<file path="config.mk">
export PLATFORM = sky130hd
export DESIGN_NAME = elevator_controller
export DESIGN_NICKNAME = d
export VERILOG_FILES = /design/src/rtl/elevator_controller.sv
export SDC_FILE = /design/constraint.sdc
export NUM_CORES = 1
export LEC_CHECK = 0
export BUFFER_PORTS_ARGS = -buffer_cell sky130_fd_sc_hd__buf_4
export CORE_MARGIN = 2
export CORE_UTILIZATION = 35
export CTS_BUF_LIST = sky130_fd_sc_hd__clkbuf_4 sky130_fd_sc_hd__clkbuf_8
export DETAILED_ROUTE_END_ITERATION = 16
export GPL_TIMING_DRIVEN = 1
export REMOVE_ABC_BUFFERS = 1
export SYNTH_ARGS = -nofsm -noshare
export SYNTH_HDL_FRONTEND = slang
export SYNTH_SLANG_ARGS = --single-unit
</file>
<file path="constraint.sdc">
create_clock -name clock -period 3.4 [get_ports clock]
set_input_delay 1.02 -clock clock [delete_from_list [all_inputs] [get_ports clock]]
set_output_delay 1.02 -clock clock [all_outputs]
set_load 0.01 [all_outputs]
</file>
<file path="src/rtl/elevator_controller.sv">
// elevator_controller: single-car call latching, floor/direction sequencing, move pulses and timed doors.
// Optional macro FIRE_RECALL_EN adds the fire_recall input (drive the car to floor 0 and hold the door).
module elevator_controller #(
  parameter int MOVE_CYCLES = 2,
  parameter int DOOR_CYCLES = 4
) (
  input  logic       clock,
  input  logic       reset,
`ifdef FIRE_RECALL_EN
  input  logic       fire_recall,
`endif
  input  logic [7:0] call_in_req,
  input  logic [7:0] call_up_req,
  input  logic [7:0] call_down_req,
  output logic [7:0] call_in,
  output logic [7:0] call_up,
  output logic [7:0] call_down,
  output logic [2:0] cur_floor,
  output logic       direction,
  output logic       move,
  output logic       door_open,
  output logic       idle
);
  localparam int MW = $clog2(MOVE_CYCLES + 1);
  localparam int DW = $clog2(DOOR_CYCLES + 1);
  localparam logic [MW-1:0] M_LAST = MW'(MOVE_CYCLES - 1);
  localparam logic [DW-1:0] D_LAST = DW'(DOOR_CYCLES - 1);
  typedef enum logic [1:0] {IDLE, MOVING, ARRIVE, DOOR} state_t;
  state_t state, nxt;
  logic [MW-1:0] mcnt;
  logic [DW-1:0] dcnt;
  logic [7:0] any, fbit, hall_dir, hall_opp, clr_in, clr_up, clr_dn;
  logic above, below, here_dir, here_opp, ahead, behind, dir_n, recall, at_bottom;
`ifdef FIRE_RECALL_EN
  assign recall = fire_recall;
`else
  assign recall = 1'b0;
`endif
  always_comb begin
    fbit = 8'h01 << cur_floor;
    any = call_in | call_up | call_down;
    above = |(any & (8'hfe << cur_floor));
    below = |(any & ~(8'hff << cur_floor));
    hall_dir = direction ? call_up : call_down;
    hall_opp = direction ? call_down : call_up;
    here_dir = |(fbit & (call_in | hall_dir));
    here_opp = |(fbit & hall_opp);
    ahead = direction ? above : below;
    behind = direction ? below : above;
    at_bottom = cur_floor == 3'd0;
    move = state == MOVING && mcnt == M_LAST;
    door_open = state == DOOR;
    idle = state == IDLE && any == 8'h00;
    nxt = state;
    dir_n = direction;
    case (state)
      IDLE, ARRIVE:
        if (recall) begin
          dir_n = 1'b0;
          nxt = at_bottom ? DOOR : MOVING;
        end else if (here_dir) begin
          nxt = DOOR;
        end else if (here_opp && (state == IDLE || !ahead)) begin
          dir_n = ~direction;
          nxt = DOOR;
        end else if (ahead) begin
          nxt = MOVING;
        end else if (behind && state == IDLE) begin
          dir_n = ~direction;
          nxt = MOVING;
        end else begin
          nxt = IDLE;
        end
      MOVING: nxt = move ? ARRIVE : MOVING;
      default: nxt = (recall && !at_bottom) || (!recall && !here_dir && dcnt >= D_LAST) ? IDLE : DOOR;
    endcase
    // every cycle that lands in DOOR retires the calls the open door serves
    clr_in = nxt == DOOR ? fbit : 8'h00;
    clr_up = dir_n ? clr_in : 8'h00;
    clr_dn = dir_n ? 8'h00 : clr_in;
  end
  always_ff @(posedge clock or posedge reset) begin
    if (reset) begin
      state <= IDLE;
      call_in <= 8'h00;
      call_up <= 8'h00;
      call_down <= 8'h00;
      cur_floor <= 3'd0;
      direction <= 1'b1;
      mcnt <= '0;
      dcnt <= '0;
    end else begin
      state <= nxt;
      direction <= dir_n;
      call_in <= recall ? 8'h00 : (call_in & ~clr_in) | call_in_req;
      call_up <= recall ? 8'h00 : (call_up & ~clr_up) | (call_up_req & 8'h7f);
      call_down <= recall ? 8'h00 : (call_down & ~clr_dn) | (call_down_req & 8'hfe);
      mcnt <= state == MOVING && !move ? mcnt + 1'b1 : '0;
      // an absorbed call counts its own cycle as the first of a fresh door period
      dcnt <= state != DOOR || recall ? '0 : here_dir ? DW'(1) : dcnt + 1'b1;
      if (move)
        cur_floor <= direction ? (cur_floor == 3'd7 ? 3'd7 : cur_floor + 3'd1)
                               : (at_bottom ? 3'd0 : cur_floor - 3'd1);
    end
  end
endmodule
</file>
; ---- Yosys cells after proc, flatten, opt, wreduce, memory -nomap -nowiden
; Cells that the tools add are included.
[totals]
memories = 0
reg_bits = 35
latch_bits = 0
romBits = 0
mem_bits_rw = 0
wordCells = 84
input_bits = 26
output_inout_bits = 31
[classes]
order_cmp = 1
muxes = 25
addsub = 4
bitwise = 18
shift = 3
n_div = 0
mul = 0
reduce_logical = 18
n_eq_ne = 7
[op_table]
columns = operator, count
row1 = $and A8 B8 Y8, 7
row2 = $mux W8, 5
row3 = $or A8 B8 Y8, 5
row4 = $not A8 Y8, 4
row5 = $reduce_or A8 Y1, 4
row6 = $shl A8 B3 Y8 const A, 2
row7 = $mux W3, 5
row8 = $mux W2, 5
row9 = $mux W1, 9
row10 = $logic_not A8 Y1, 1
row11 = $or A8 B7 Y8, 1
row12 = $shl A1 B3 Y8 const A, 1
row13 = $add A3 B1 Y3 const B, 2
row14 = $eq A2 B2 Y1 const B, 3
row15 = $logic_and A1 B1 Y1, 6
row16 = $eq A2 B1 Y1 const B, 2
row17 = $pmux W2 S2, 1
row18 = $eq A3 B3 Y1 const B, 1
row19 = $ge A3 B2 Y1 const B, 1
row20 = $logic_not A1 Y1, 3
row21 = $logic_not A3 Y1, 1
row22 = $sub A3 B1 Y3 const B, 1
row23 = $add A2 B1 Y2 const B, 1
row24 = $logic_not A2 Y1, 1
row25 = other kinds (4), 4

; ---- Depth between registers and ports, before layout
[logic_depth]
depth_word = 17
ltp_mapped = 13

; ---- Worst setup path before layout
; No wires, ideal clock.
[synth_path]
path_kind = register to register
startpoint = register cur_floor[1]
endpoint = register call_down[6]
path_buffers = 2
t_arrival_ps = 2798
synth_period_minus_slack_ps = 2917
required_ps = 3282
stages_incl_launch_ff = 13
slack_ps = 483
setup_time_ps = 118
path_cell_list = dfrtp_1 inv_1 ha_1 clkbuf_1 nand2b_1 a222oi_1 and3_1 a221oi_1 o211a_1 a311oi_4 buf_6 nand4_1 a21o_1
[synth_via]
elab_chain_len = 17
elab_cells_between_ends = 37
[synth_lines]
columns = item, line_no
row1 = from (decl), 18  ; output logic [2:0] cur_floor,
row2 = from (signal assigned), 102  ; cur_floor <= direction ? (cur_floor == 3'd7 ? 3'd7 : cur_floor + 3'd1)
row3 = $shl A8 B3 Y8, 43  ; below = |(any & ~(8'hff << cur_floor));
row4 = $not A8 Y8, 43
row5 = $and A8 B8 Y8, 43
row6 = $reduce_or A8 Y1, 43
row7 = "$mux W1, on equally long branches", "49, 48"
row8 = $logic_and A1 B1 Y1 or $logic_not A1 Y1 (tied branches), "68, 63"
row9 = $mux W1 or $logic_or A1 B1 Y1 (tied branches), "68, 63"
row10 = $mux W1 or $logic_and A1 B1 Y1 (tied branches), "66, 63"
row11 = $mux W2, 63  ; end else if (here_opp && (state == IDLE || !ahead)) begin
row12 = $mux W2, 61  ; end else if (here_dir) begin
row13 = $pmux W2 S2, 56  ; case (state)
row14 = $eq A2 B2 Y1, 78  ; clr_in = nxt == DOOR ? fbit : 8'h00;
row15 = $mux W8, 78
row16 = $mux W8 (*), 80  ; clr_dn = dir_n ? 8'h00 : clr_in;
row17 = $not A8 Y8 (*), 97  ; call_down <= recall ? 8'h00 : (call_down & ~clr_dn) | (call_down_req & 8'hfe);
row18 = $and A8 B8 Y8 (*), 97
row19 = $or A8 B8 Y8 (*), 97
row20 = to (signal assigned), 97
row21 = to (decl), 17  ; output logic [7:0] call_down,
; Mark *: on every way between the ends. The rest lies on a longest branch, timed or not.
; A chain may end at the register's enable or synchronous reset.

; ---- Worst setup path in the final report
[layout_path]
startpoint = register cur_floor[2]
endpoint = register call_down[3]
[layout_via]
elab_cells_between_ends = 37
[layout_rtl]
columns = item, line_no
row1 = $shl A8 B3 Y8, 43
row2 = $not A8 Y8, 43
row3 = $and A8 B8 Y8, 43
row4 = $reduce_or A8 Y1, 43
row5 = "$mux W1, on equally long branches", "49, 48"
row6 = $logic_and A1 B1 Y1 or $logic_not A1 Y1 (tied branches), "68, 63"
row7 = $mux W1 or $logic_or A1 B1 Y1 (tied branches), "68, 63"
row8 = $mux W1 or $logic_and A1 B1 Y1 (tied branches), "66, 63"
row9 = $mux W1, 63
row10 = $mux W1 (*), 61
row11 = $mux W1 (*), 56
row12 = named net dir_n, 33  ; logic above, below, here_dir, here_opp, ahead, behind, dir_n, recall, at_bottom;
row13 = $mux W8 (*), 80
row14 = $not A8 Y8 (*), 97
row15 = $and A8 B8 Y8 (*), 97
row16 = $or A8 B8 Y8 (*), 97
; Mark *: on every way through the listed nets, which the timed path passes. The rest lies on a longest branch.

==> results.py <==
metrics = {
    "power_and_ir_drop": {
        "p_leak_nw": 1.195,
        "powerDensity_mw_per_mm2": 700.9,
        "ir_drop_mv": 0.3465,
    },
    "setup_path": {
        "crit_chain": "mux2_2 -> a22oi_1 -> nand4_1 -> or4_1 -> o22ai_2 -> inv_2 -> nor3b_2 -> a31oi_1",
        "crit_slowest_cell": "dfrtp_1",
        "path_delay_family": "simple AND/OR/NAND/NOR gates",
        "cp_slowest_stage_delay_ns": 0.79,
        "end_kind": "flop",
        "crit_arrival_ns": 3.22,
        "startpoint": "cur_floor[2]",
        "cp_data_required_time_ns": 3.56,
        "r2r_cells": 8,
        "crit_cells": 8,
        "start_kind": "flop",
        "critPathBufInv": 1,
        "timing.rr.end": "call_down[3]",
        "timing.rr.start": "cur_floor[2]",
        "endpoint": "call_down[3]",
        "crit_type": "flop to flop",
        "crit_fanout": 21,
        "rrSetupSlack_ns": 0.34,
    },
    "placed_design": {
        "io_buffers": 54,
        "hpwlAfterDp_um": 4373,
        "gp_congestion": 0.8507,
        "pre_cts_slack_ns": 0.4024,
    },
    "logic_synthesis": {
        "synth-edff-count": 0,
        "synth.most_common_cell": "dfrtp_1",
        "avgSynthCellArea_um2": 9.416,
        "synth-main-ff-cell": "dfrtp_1",
        "synth_top_family_by_area": "compound AO/OA/AOI/OAI gates",
        "yosys.area.top_type": "dfrtp_1",
        "async_flop_share": 1.000,
        "synthMuxAreaShare": 0.03436,
        "synthXorXnorAreaFrac": 0,
        "synth_warnings": 0,
        "yosysSeqAreaShare": 0.4015,
        "syn_inst": 232,
        "synth_fa_ha_area_frac": 0.04582,
        "syn_area_mm2": 0.002185,
        "synth_common_cells": "dfrtp_1, a21o_1, inv_1, nor2_1, clkbuf_1",
        "synth.area.top_cells": "dfrtp_1, a21o_1, ha_1, a22oi_1, inv_1",
        "synthSimpleGateAreaFrac": 0.2050,
        "synth-compound-area-share": 0.2532,
        "synth.distinct_cells": 57,
        "ys_ff_latch": 35,
        "synth_top_cell_area_share": 0.3895,
    },
    "clocking": {
        "ctsHoldBuffers": 0,
        "clock-sinks": 35,
        "root_buffer": "clkbuf_8",
        "clkSlewWorstSetupHoldPaths_ns": 0.07,
        "cts_tree": "done",
        "cts-htree-levels": 2,
        "clk_path_buf_depth": 2,
        "post-cts-setup-buffers": 0,
        "clkLatencyLatePin_ns": 0.29,
        "post_cts_resized": 0,
        "cts_inserted_buffers": 5,
    },
    "routing": {
        "ant_nets": 0,
        "drc": 0,
        "routedWlPerCell_um": 16.10,
        "wirelength_um": 5891,
        "viasPerCell": 5.560,
        "dr.pass1.iters": 5,
        "vias": 2035,
        "dr.first_iter.drc_count": 113,
    },
    "timing": {
        "slew_headroom": 0.5413,
        "period_share": 0.8995,
        "clock.fmax_mhz": 327.0,
        "tns_ns": 0,
        "hold_violations": 0,
        "skew_ns": 0.01124,
        "setup_violations": 0,
        "fin_ws_ns": 0.3416,
        "period_minus_slack_ns": 3.058,
        "drv_slew": 0,
        "grt_setup_unrepaired": "false",
        "worst_pin_slew_ns": 0.6880,
    },
    "die": {
        "rows": 28,
        "design.core.area_mm2": 0.005991,
        "ioPinCount": 57,
        "die_h_um": 83.01,
        "initial_core_util": 0.3647,
        "design.die.area_mm2": 0.006890,
        "die_x_um": 83.01,
    },
    "min_path": {
        "hold_path.class": "flop to flop",
    },
    "status": {
        "status": "complete, no violations",
    },
    "layout": {
        "antenna_cells": 0,
        "fin_nets": 324,
        "syn_to_final_growth_pct": 28.24,
        "drive_above_1_share": 0.3093,
    },
    "grt": {
        "grt_use_total": 0.1768,
        "grt_max_degree": 36,
        "grt_pass1_wl_um": 10010,
        "grt_overflow": 0,
        "grt_pass1_vias": 2051,
        "antenna_found_initial": 0,
    },
    "job": {
        "max_cap_viol_count": 0,
    },
}
[report_power, final]
part           internal, mW  switching [mW]
Clock                 0.171           0.154
Combinational         0.458           0.549
Sequential            0.505           0.125
[through the flow]
stage,util,cells,total power [mW],hold WS (ns),instance area (um2)
after floorplan,-,217,1.233,0.4084,2117
after global placement,0.4518,358,1.638,0.4228,2706
after detailed placement,0.4518,358,1.643,0.4399,2706
after CTS,0.4676,366,1.971,0.4484,2801
after global routing,0.4676,366,2.132,0.4649,2801
final,0.4676,366,1.964,0.4435,2801
[placed cells by master (no fill, tap or decap), types with 2 or more instances in the layout]
cell type  count
or3_1          4
a31oi_1        9
a21oi_1        4
nand2_1        8
ha_1           8
nor3_1         6
buf_4         66
inv_1         16
mux2i_1        3
dfrtp_1       34
and3_1         5
o221ai_1       4
nor2b_1        6
nor2_1        15
nor3b_2        2
mux2_2         4
nand3_1        8
a22oi_1        8
o2bb2ai_1      2
or2_2          2
nand3b_1       4
nand4_1        9
a221oi_1       4
o21ai_0        4
nand2b_1       4
a21o_1        16
clkbuf_8       6
[sequential cells by signal (all words and copies together) (netlist names)]
signal,cells
dcnt,3
call_up,8
cur_floor,3
state,2
call_down,8
call_in,8
direction,1
mcnt,2
[cell families after synthesis]
family                     count (synthesis)
buffers and inverters                     32
AOI/OAI and AO/OA                         71
muxes                                      7
DFF                                       35
and+or+nand+nor                           79
adders and majority gates                  8
[layer usage]
metal  part of all wire  up-vias  global-route usage  wire length, um
li1                   -      975                   -                -
met4              0.015        0             0.05365               86
met2               0.47       50              0.2852             2787
met3              0.041        7             0.03777              240
met5                  0        -                   0                0
met1               0.47     1003              0.2378             2777
[how the worst min path moves through the flow]
stage,from,endpoint,slack (ns),cells after the start
after floorplan,mcnt[0],mcnt[0],0.41,1
after global placement,mcnt[0],mcnt[0],0.42,1
after detailed placement,mcnt[0],mcnt[0],0.44,1
after CTS,mcnt[0],mcnt[0],0.45,1
after global routing,mcnt[0],mcnt[0],0.46,1
final,mcnt[0],mcnt[0],0.44,1
[worst reg2reg max path, cell delays in order (launching register included)]
cell and delay (ns):
dfrtp_1 0.79, mux2_2 0.41, a22oi_1 0.27, nand4_1 0.21, or4_1 0.53, o22ai_2 0.15
inv_2 0.11, nor3b_2 0.33, a31oi_1 0.13
[final cells by class]
class | instances | area (um2)
tap | 75 | 93.84
inverter | 17 | 63.81
sequential | 35 | 877.1
multi-input combinational | 165 | 1176
clock buffer | 7 | 90.09
clock inverter | 1 | 5.005
fill | 588 | 3189
timing repair buffer | 66 | 495.5
(Power assumes the default switching activity.)
